### config.mk
export PLATFORM = sky130hd
export DESIGN_NAME = temp_spram_scheduler
export DESIGN_NICKNAME = d
export VERILOG_FILES = /design/src/rtl/temp_spram_scheduler.sv
export SDC_FILE = /design/constraint.sdc
export NUM_CORES = 1
export LEC_CHECK = 0
export CORE_ASPECT_RATIO = 1.25
export CORE_MARGIN = 1
export CORE_UTILIZATION = 48
export DETAILED_ROUTE_END_ITERATION = 16
export PLACE_DENSITY = 0.78
export SYNTH_ARGS = -nofsm -noshare
export SYNTH_HDL_FRONTEND = slang
export SYNTH_SLANG_ARGS = --single-unit
### constraint.sdc
create_clock -name clk -period 2.6 [get_ports clk]
set_input_delay 0.52 -clock clk [delete_from_list [all_inputs] [get_ports clk]]
set_output_delay 0.52 -clock clk [all_outputs]
set_load 0.01 [all_outputs]
### src/rtl/temp_spram_scheduler.sv
// -----------------------------------------------------------------------------
// temp_spram_scheduler
//
// Packs temperature-sensor bytes (MSB first, then LSB) into 16-bit samples and
// writes them into a single-port SPRAM at a circular, auto-incrementing
// address. The same SPRAM port is shared with a single-word readout path; a
// small Moore FSM arbitrates the port, with writes taking priority over reads.
//
// Ports:
//   clk            system clock, all logic on the rising edge
//   reset          asynchronous active-low reset
//   clear          synchronous clear (same effect as reset)
//   temp_valid     strobe: temp_byte is valid this cycle
//   temp_byte      sensor byte (first of a pair = MSB, second = LSB)
//   rd_req         single-cycle read request, captures rd_addr
//   rd_addr        word address to read
//   rd_data        read data, qualified by rd_valid (0 otherwise)
//   rd_valid       single-cycle pulse marking rd_data
//   spram_addr     SPRAM word address
//   spram_wdata    SPRAM write data
//   spram_we       SPRAM write enable
//   spram_maskwe   SPRAM nibble write mask (all ones while writing)
//   spram_rdata    SPRAM read data, valid the cycle after the address
//   wr_ptr         next write address
//   count          number of valid words held (saturates at DEPTH)
//   full           count == DEPTH
//   overrun        sticky: a completed sample was dropped
// -----------------------------------------------------------------------------
module temp_spram_scheduler #(
    parameter int ADDR_W = 14,
    parameter int DEPTH  = 16384,
    parameter bit WRAP   = 1'b1
) (
    input  logic              clk,
    input  logic              reset,
    input  logic              clear,
    input  logic              temp_valid,
    input  logic [7:0]        temp_byte,
    input  logic              rd_req,
    input  logic [ADDR_W-1:0] rd_addr,
    output logic [15:0]       rd_data,
    output logic              rd_valid,
    output logic [ADDR_W-1:0] spram_addr,
    output logic [15:0]       spram_wdata,
    output logic              spram_we,
    output logic [3:0]        spram_maskwe,
    input  logic [15:0]       spram_rdata,
    output logic [ADDR_W-1:0] wr_ptr,
    output logic [ADDR_W:0]   count,
    output logic              full,
    output logic              overrun
);

    typedef enum logic [1:0] {
        P_IDLE     = 2'd0,
        P_WRITE    = 2'd1,
        P_RD_ISSUE = 2'd2,
        P_RD_DATA  = 2'd3
    } state_e;

    localparam logic [ADDR_W-1:0] LAST_PTR  = ADDR_W'(DEPTH - 1);
    localparam logic [ADDR_W:0]   DEPTH_CNT = (ADDR_W + 1)'(DEPTH);

    // byte phase: 0 = expecting MSB, 1 = expecting LSB
    logic              phase_q,   phase_d;
    logic [7:0]        msb_q,     msb_d;
    logic              wr_pend_q, wr_pend_d;
    logic [15:0]       wr_word_q, wr_word_d;
    logic              rd_pend_q, rd_pend_d;
    logic [ADDR_W-1:0] rd_addr_q, rd_addr_d;
    logic [ADDR_W-1:0] wr_ptr_q,  wr_ptr_d;
    logic [ADDR_W:0]   count_q,   count_d;
    logic              overrun_q, overrun_d;
    state_e            state_q,   state_d;

    logic              sp_we_q,    sp_we_d;
    logic [ADDR_W-1:0] sp_addr_q,  sp_addr_d;
    logic [15:0]       sp_wdata_q, sp_wdata_d;
    logic              rd_valid_q, rd_valid_d;

    logic              full_s;
    logic              rd_busy_s;

    assign full_s    = (count_q == DEPTH_CNT);
    assign rd_busy_s = (state_q == P_RD_ISSUE) || (state_q == P_RD_DATA);

    // Next-state logic: port FSM, byte assembly, read capture and clear
    always_comb begin
        phase_d   = phase_q;
        msb_d     = msb_q;
        wr_pend_d = wr_pend_q;
        wr_word_d = wr_word_q;
        rd_pend_d = rd_pend_q;
        rd_addr_d = rd_addr_q;
        wr_ptr_d  = wr_ptr_q;
        count_d   = count_q;
        overrun_d = overrun_q;
        state_d   = P_IDLE;

        if (clear) begin
            phase_d   = 1'b0;
            msb_d     = 8'h00;
            wr_pend_d = 1'b0;
            wr_word_d = 16'h0000;
            rd_pend_d = 1'b0;
            rd_addr_d = '0;
            wr_ptr_d  = '0;
            count_d   = '0;
            overrun_d = 1'b0;
            state_d   = P_IDLE;
        end else begin
            case (state_q)
                P_IDLE: begin
                    if (wr_pend_q) begin
                        state_d = P_WRITE;
                    end else if (rd_pend_q) begin
                        state_d = P_RD_ISSUE;
                    end else begin
                        state_d = P_IDLE;
                    end
                end
                P_WRITE: begin
                    wr_pend_d = 1'b0;
                    if (wr_ptr_q == LAST_PTR) begin
                        wr_ptr_d = '0;
                    end else begin
                        wr_ptr_d = wr_ptr_q + {{(ADDR_W-1){1'b0}}, 1'b1};
                    end
                    if (count_q != DEPTH_CNT) begin
                        count_d = count_q + {{ADDR_W{1'b0}}, 1'b1};
                    end else begin
                        count_d = count_q;
                    end
                    state_d = P_IDLE;
                end
                P_RD_ISSUE: begin
                    rd_pend_d = 1'b0;
                    state_d   = P_RD_DATA;
                end
                P_RD_DATA: begin
                    state_d = P_IDLE;
                end
                default: begin
                    state_d = P_IDLE;
                end
            endcase

            // A word completing while the previous one is still pending
            // (including the P_WRITE cycle itself) is lost.
            if (temp_valid) begin
                if (!phase_q) begin
                    msb_d   = temp_byte;
                    phase_d = 1'b1;
                end else begin
                    phase_d = 1'b0;
                    if (!wr_pend_q && !((WRAP == 1'b0) && full_s)) begin
                        wr_word_d = {msb_q, temp_byte};
                        wr_pend_d = 1'b1;
                    end else begin
                        overrun_d = 1'b1;
                    end
                end
            end else begin
                phase_d = phase_q;
            end

            if (rd_req && !rd_pend_q && !rd_busy_s) begin
                rd_pend_d = 1'b1;
                rd_addr_d = rd_addr;
            end else begin
                rd_addr_d = rd_addr_q;
            end
        end
    end

    // Output decode from the next state so the SPRAM-facing pins are registered
    always_comb begin
        sp_we_d    = 1'b0;
        sp_addr_d  = '0;
        sp_wdata_d = 16'h0000;
        rd_valid_d = 1'b0;
        case (state_d)
            P_WRITE: begin
                sp_we_d    = 1'b1;
                sp_addr_d  = wr_ptr_d;
                sp_wdata_d = wr_word_d;
            end
            P_RD_ISSUE: begin
                sp_addr_d = rd_addr_d;
            end
            P_RD_DATA: begin
                rd_valid_d = 1'b1;
            end
            P_IDLE: begin
                sp_we_d = 1'b0;
            end
            default: begin
                sp_we_d = 1'b0;
            end
        endcase
    end

    // State and datapath registers
    always_ff @(posedge clk or negedge reset) begin
        if (!reset) begin
            phase_q    <= 1'b0;
            msb_q      <= 8'h00;
            wr_pend_q  <= 1'b0;
            wr_word_q  <= 16'h0000;
            rd_pend_q  <= 1'b0;
            rd_addr_q  <= '0;
            wr_ptr_q   <= '0;
            count_q    <= '0;
            overrun_q  <= 1'b0;
            state_q    <= P_IDLE;
            sp_we_q    <= 1'b0;
            sp_addr_q  <= '0;
            sp_wdata_q <= 16'h0000;
            rd_valid_q <= 1'b0;
        end else begin
            phase_q    <= phase_d;
            msb_q      <= msb_d;
            wr_pend_q  <= wr_pend_d;
            wr_word_q  <= wr_word_d;
            rd_pend_q  <= rd_pend_d;
            rd_addr_q  <= rd_addr_d;
            wr_ptr_q   <= wr_ptr_d;
            count_q    <= count_d;
            overrun_q  <= overrun_d;
            state_q    <= state_d;
            sp_we_q    <= sp_we_d;
            sp_addr_q  <= sp_addr_d;
            sp_wdata_q <= sp_wdata_d;
            rd_valid_q <= rd_valid_d;
        end
    end

    // SPRAM data arrives the cycle after the address, so rd_data is a gated
    // pass-through during P_RD_DATA rather than a register.
    assign rd_data      = rd_valid_q ? spram_rdata : 16'h0000;
    assign rd_valid     = rd_valid_q;
    assign spram_addr   = sp_addr_q;
    assign spram_wdata  = sp_wdata_q;
    assign spram_we     = sp_we_q;
    assign spram_maskwe = sp_we_q ? 4'b1111 : 4'b0000;
    assign wr_ptr       = wr_ptr_q;
    assign count        = count_q;
    assign full         = full_s;
    assign overrun      = overrun_q;

endmodule

Word level (Yosys, flattened, before mapping)
Cells that the tools add are included.
Storage, ports and cells
  bits in registers: 105
  latch bits: 0
  RAM bits: 0
  ROM bits: 0
  bits of input ports: 43
  output and inout port bits: 83
  memories: 0
Operators by class
  add/subtract/negate cells: 2
  $mul: 0
  divide/modulo/power cells: 0
  $lt $le $gt $ge: 0
  equality and inequality tests: 10
  shift operators: 0
  muxes and demuxes: 40
  bitwise operators: 0
  reduce and logical (&&, ||, !) cells: 16
Operators with widths (count)
  $mux 16: 6
  $mux 14: 5
  $mux 15: 3
  $pmux 14 s2: 1
  $mux 8: 3
  $mux 1: 17
  $add 15x1->15 const B: 1
  $eq 15x15->1 const B: 1
  $ne 15x15->1 const B: 1
  $add 14x1->14 const B: 1
  $eq 14x14->1 const B: 1
  $reduce_bool 2->1: 5
  $eq 2x2->1 const B: 4
  $mux 2: 3
  $pmux 2 s3: 1
  $eq 2x1->1 const B: 2
  $mux 4: 1
  $reduce_and 2->1: 2
  $reduce_and 3->1: 1
  $reduce_bool 3->1: 1
  $logic_and 1x1->1: 2
  $logic_not 1->1: 2
  $logic_not 2->1: 1
  $ne 2x2->1 const B: 1
  other kinds (2): 2

Logic depth before layout (Yosys ltp)
  word-level depth: 7
  depth in mapped cells: 12

Least setup slack after synthesis
OpenSTA, ideal clock, no wires.
  path kind: input port to flip-flop
  start point: in clear
  end point: reg sp_addr_q[10], in the netlist spram_addr[10]
  setup time: 78 ps
  arrival time: 2799 ps
  path slack: -277 ps
  stages on the path: 11
  buffers on the path: 4
  cells stage by stage: clkbuf_1 clkbuf_1 clkbuf_1 nor2_1 o21ai_0 inv_1 ha_1 or3_1 clkbuf_1 a41o_1 o2bb2ai_1
On the way
  cells in the longest elaborated chain, start to end: 3
  elaborated cells between the ends (all ways): 6
  classes of those cells: eq/ne (2); mux (4)
RTL lines
  start, declared: RTL line 36  | input logic clear,
  $mux 2 (*): RTL line 100  | if (clear) begin
  net state_d[1]: RTL line 74  | state_e state_q, state_d;
  $eq 2x2->1 or $eq 2x1->1 (tied branches): RTL line 182  | case (state_d)
  $pmux 14 s2 (*): RTL line 182
  net sp_addr_d[10]: RTL line 77  | logic [ADDR_W-1:0] sp_addr_q, sp_addr_d;
  end signal, assigned: RTL line 232  | sp_addr_q <= sp_addr_d;
  end, declared: RTL line 77
The timed path passes the listed nets; every way through them passes the cells marked *.
A chain may end at the register's enable or synchronous reset.

Worst setup path in the final report
  start point: reg rd_pend_q
  end point: reg sp_addr_q[7], in the netlist spram_addr[7]
On the way
  cells in the longest elaborated chain, start to end: 6
  elaborated cells between the ends (all ways): 12
  classes of those cells: eq/ne (2); mux (7); reduce/logical (3)
RTL lines
  start, declared: RTL line 69  | logic rd_pend_q, rd_pend_d;
  start signal, assigned: RTL line 225  | rd_pend_q <= rd_pend_d;
  $mux 2 (*): RTL line 116  | end else if (rd_pend_q) begin
  $mux 2 (*): RTL line 114  | if (wr_pend_q) begin
  $pmux 2 s3 (*): RTL line 112  | case (state_q)
  $mux 2 (*): RTL line 100
  net state_d[1]: RTL line 74
  $eq 2x2->1 or $eq 2x1->1 (tied branches): RTL line 182
  $pmux 14 s2 (*): RTL line 182
  net sp_addr_d[7]: RTL line 77
Marks and branches as above.

==> parameters.txt <==
Parameter                              Value

Run status
  Run status ... finished, final reports clean

Critical path
  Crit path arrival time ... 2590 ps
  Highest fanout seen on the critical path ... 8
  CP Launch Type ... flip-flop
  Worst-path cell with the longest stage delay ... sky130_fd_sc_hd__or3_1
  Capturing element type of the critical path ... flip-flop
  CP Data Required Time ... 2860 ps
  Chain of cells forming the critical path ... nor2b_1 -> o21ai_0 -> inv_1 -> ha_1 -> or3_1 -> a41o_1 -> o2bb2ai_1
  Delay contributed by the slowest stage of the critical path ... 500 ps
  Critical path start-end classification ... flip-flop to flip-flop

Synth
  Top post-synthesis cells by area ... sky130_fd_sc_hd__dfrtp_1 (57%), sky130_fd_sc_hd__nand2_1 (7.0%), sky130_fd_sc_hd__a21oi_1 (5.4%)
  Portion of the post-synthesis area used by sequential elements ... 56.6%
  Post-synthesis instance area ... 4640 um^2
  Mean instance size in the synthesized netlist ... 9.89 um^2
  Count of flip-flops with a built-in enable after synthesis ... 0
  Post-synthesis async set-or-reset flop share ... 100%
  Area leader, netlist ... sky130_fd_sc_hd__dfrtp_1
  Register bit total from synthesis ... between 100 and 150
  Number of warnings issued by yosys ... 0
  Dominant register cell in the synthesized netlist ... sky130_fd_sc_hd__dfrtp_1
  Cells after synthesis ... between 400 and 500
  Synthesized net count ... 518
  Top cell type's share of synthesized area ... a little under three fifths
  Yosys cell types ... 38

Finish
  Number of nets in the layout ... ~630
  Area growth from synthesis to final layout ... 35.5%
  Commonest non-fill, non-tap cell in the layout ... sky130_fd_sc_hd__clkdlybuf4s50_1
  Final core utilization ... 67.8%
  Ant diodes ... 0
  Most frequent cells in the layout ... sky130_fd_sc_hd__clkdlybuf4s50_1 (122), sky130_fd_sc_hd__dfrtp_1 (104), sky130_fd_sc_hd__nand2_1 (86)
  Share of cells above drive strength 1 ... 6.27%

Die
  Effective utilization at floorplan ... 50.1%
  Die height ... 112 um
  Number of top-level pins ... approximately 130
  Die span in x ... 89.9 um
  Number of placement rows ... 39
  Area enclosed by the die boundary ... 10100 um^2
  Standard cell core area ... 9270 um^2

Power and ir drop
  Total power per unit cell area ... between 500 and 600 nW/um^2
  Peak supply drop ... 0.338 mV
  Final total power ... about 0.0033 W
  Static leakage power ... 2.64 nW

Global route
  Overall Global Routing Usage ... between 20% and 30%
  Vias in the first global route ... slightly below 4000
  First-pass GRT wire length ... 19100 um
  Grt total ovfl ... 0
  Maximum number of pins on one net before global-route repair ... 73
  Number of antenna violations at the first check in global routing ... 0

Detailed routing
  First-iteration detailed-routing DRC count ... 248
  Detailed Route WL ... 11400 um
  Number of nets with antenna violations after routing ... 0
  First-pass iteration count of the detailed router ... 6
  DRC viols ... 0
  Via/cell ratio ... between 5 and 6
  Wire per inst ... 16.0 um
  Total number of vias ... 3875

STA
  Unrepaired setup endpoints after global routing ... false
  Clock Skews ... between 8 and 9 ps
  Final worst path period need ... around 2300 ps
  Final critical-path setup slack ... 268 ps
  Count of final setup violators ... 0
  Max transition margin ... 54.1%
  Worst Tran Pin Value ... 689 ps
  Final hold vios ... 0
  Accumulated negative setup slack ... 0 ps
  Highest clock frequency the design can meet ... 429 MHz
  Number of max-slew violations in the final report ... 0
  Post-route fraction of the period consumed by the critical path ... 89.7%

Clock network
  Clock-pin slew on the worst setup and hold paths ... approximately 70 ps
  Bufs on Longest Clock Path ... 2
  Worst skew pair latency ... 340 ps
  Clock root cell ... sky130_fd_sc_hd__clkbuf_16
  Clock tree from TritonCTS ... built
  Clock Sinks ... 105
  Inserted Clock Buffers ... 9
  H-tree Lvls ... 3

Place
  Final RePlAce weighted congestion ... 0.831
  Setup Slack @ Placement ... about 190 ps
  Number of input and output port buffers inserted ... between 100 and 150
  Hpwl dp ... roughly 8100 um

Job
  Max-cap violations ... 0

Hold path
  Hold WC Path Type ... input pin to async pin
Yosys cell counts, types with 8 or more instances:
library cell and instances:
sky130_fd_sc_hd__inv_1 13, sky130_fd_sc_hd__a21oi_1 50, sky130_fd_sc_hd__nor2_1 28, sky130_fd_sc_hd__o2bb2ai_1 14, sky130_fd_sc_hd__clkbuf_1 20, sky130_fd_sc_hd__nor4_1 12, sky130_fd_sc_hd__nor2b_1 10, sky130_fd_sc_hd__nand3_1 9
sky130_fd_sc_hd__and2_1 32, sky130_fd_sc_hd__nand4_1 10, sky130_fd_sc_hd__dfrtp_1 105, sky130_fd_sc_hd__nand2_1 86, sky130_fd_sc_hd__xnor2_1 10, sky130_fd_sc_hd__or4_1 8
through the flow:
| stage | instances | hold WS [ps] | area [um^2] |
|---|---|---|---|
| 3_5_place_dp | 696 | 489 | 5990 |
| 2_1_floorplan | 469 | 224 | 4650 |
| 6_report | 713 | 114 | 6290 |
| 4_1_cts | 713 | 122 | 6280 |
| 3_3_place_gp | 696 | 488 | 5990 |
| 5_1_grt | 713 | 138 | 6290 |
routing by layer:
layer,GRT usage (%),wire length [um]
met4,9.35,302
met5,0,0
met1,29.0,4510
met3,5.19,645
met2,41.8,5930
sequential cells by signal (all words and copies together), names as in the netlist:
signal	count
rd_addr_q	14
rd_valid	1
wr_word_q	16
rd_pend_q	1
msb_q	8
spram_addr	14
phase_q	1
count	15
spram_wdata	16
spram_we	1
wr_pend_q	1
overrun	1
state_q	2
wr_ptr	14
timing repair:
| action | 4_1_cts | 5_1_grt |
|---|---|---|
| endpoints found under the hold margin | 0 | 0 |
| setup buffers | 1 | 0 |
| setup endpoints to repair | 1 | 1 |
| hold buffers | 0 | 0 |
| resized for setup | 0 | 3 |
| pin swaps | 1 | 0 |
area by class of cell:
cell class | count | area (um^2)
fillers | 750 | 2980
flip-flops and latches | 105 | 2630
multi-input cells | 321 | 1840
repair buffers | 135 | 1330
clock buffers | 12 | 256
well taps | 123 | 154
inverters | 13 | 48.8
clock inverters | 4 | 27.5
report_power, final:
group / switching (W) / internal [W]
Combinational: 0.000178 / 0.000139
Sequential: 0.0000282 / 0.00168
Clock: 0.000566 / 0.000700
Total: 0.000772 / 0.00251
path summary, 6_finish.rpt:
check                                    from              to  slack (ps)  depth (start not counted)
worst min register to register  wr_word_q[11]   wr_word_q[11]         520                          2
worst min-delay path                    reset  spram_wdata[5]         110                          1
worst max-delay path                rd_pend_q   spram_addr[7]         270                          7
min in group clk                        clear      wr_ptr[12]         400                          2
max in group asynchronous               reset        count[0]        1750                          2
worst max register to register      rd_pend_q   spram_addr[7]         270                          7
logic make-up (layout without fill, tap and decap cells):
group	after synthesis	in the layout	synth area share (%)
compound gates	80	80	10.5
xor+xnor	13	13	2.45
fa+ha+maj	6	6	1.62
buf+inv	43	164	3.88
flops	105	105	56.6
mux	8	8	1.91
simple gates	214	214	23.0
worst max-delay path: cells and delay by family, from the launching register on:
kind | cells | cell delay [ps]
AOI/OAI and AO/OA | 3 | 780
adders and majority gates | 1 | 330
buffers and inverters | 1 | 120
DFF | 1 | 400
and+or+nand+nor | 2 | 640
Note: power is estimated with default switching activity, not from simulation.
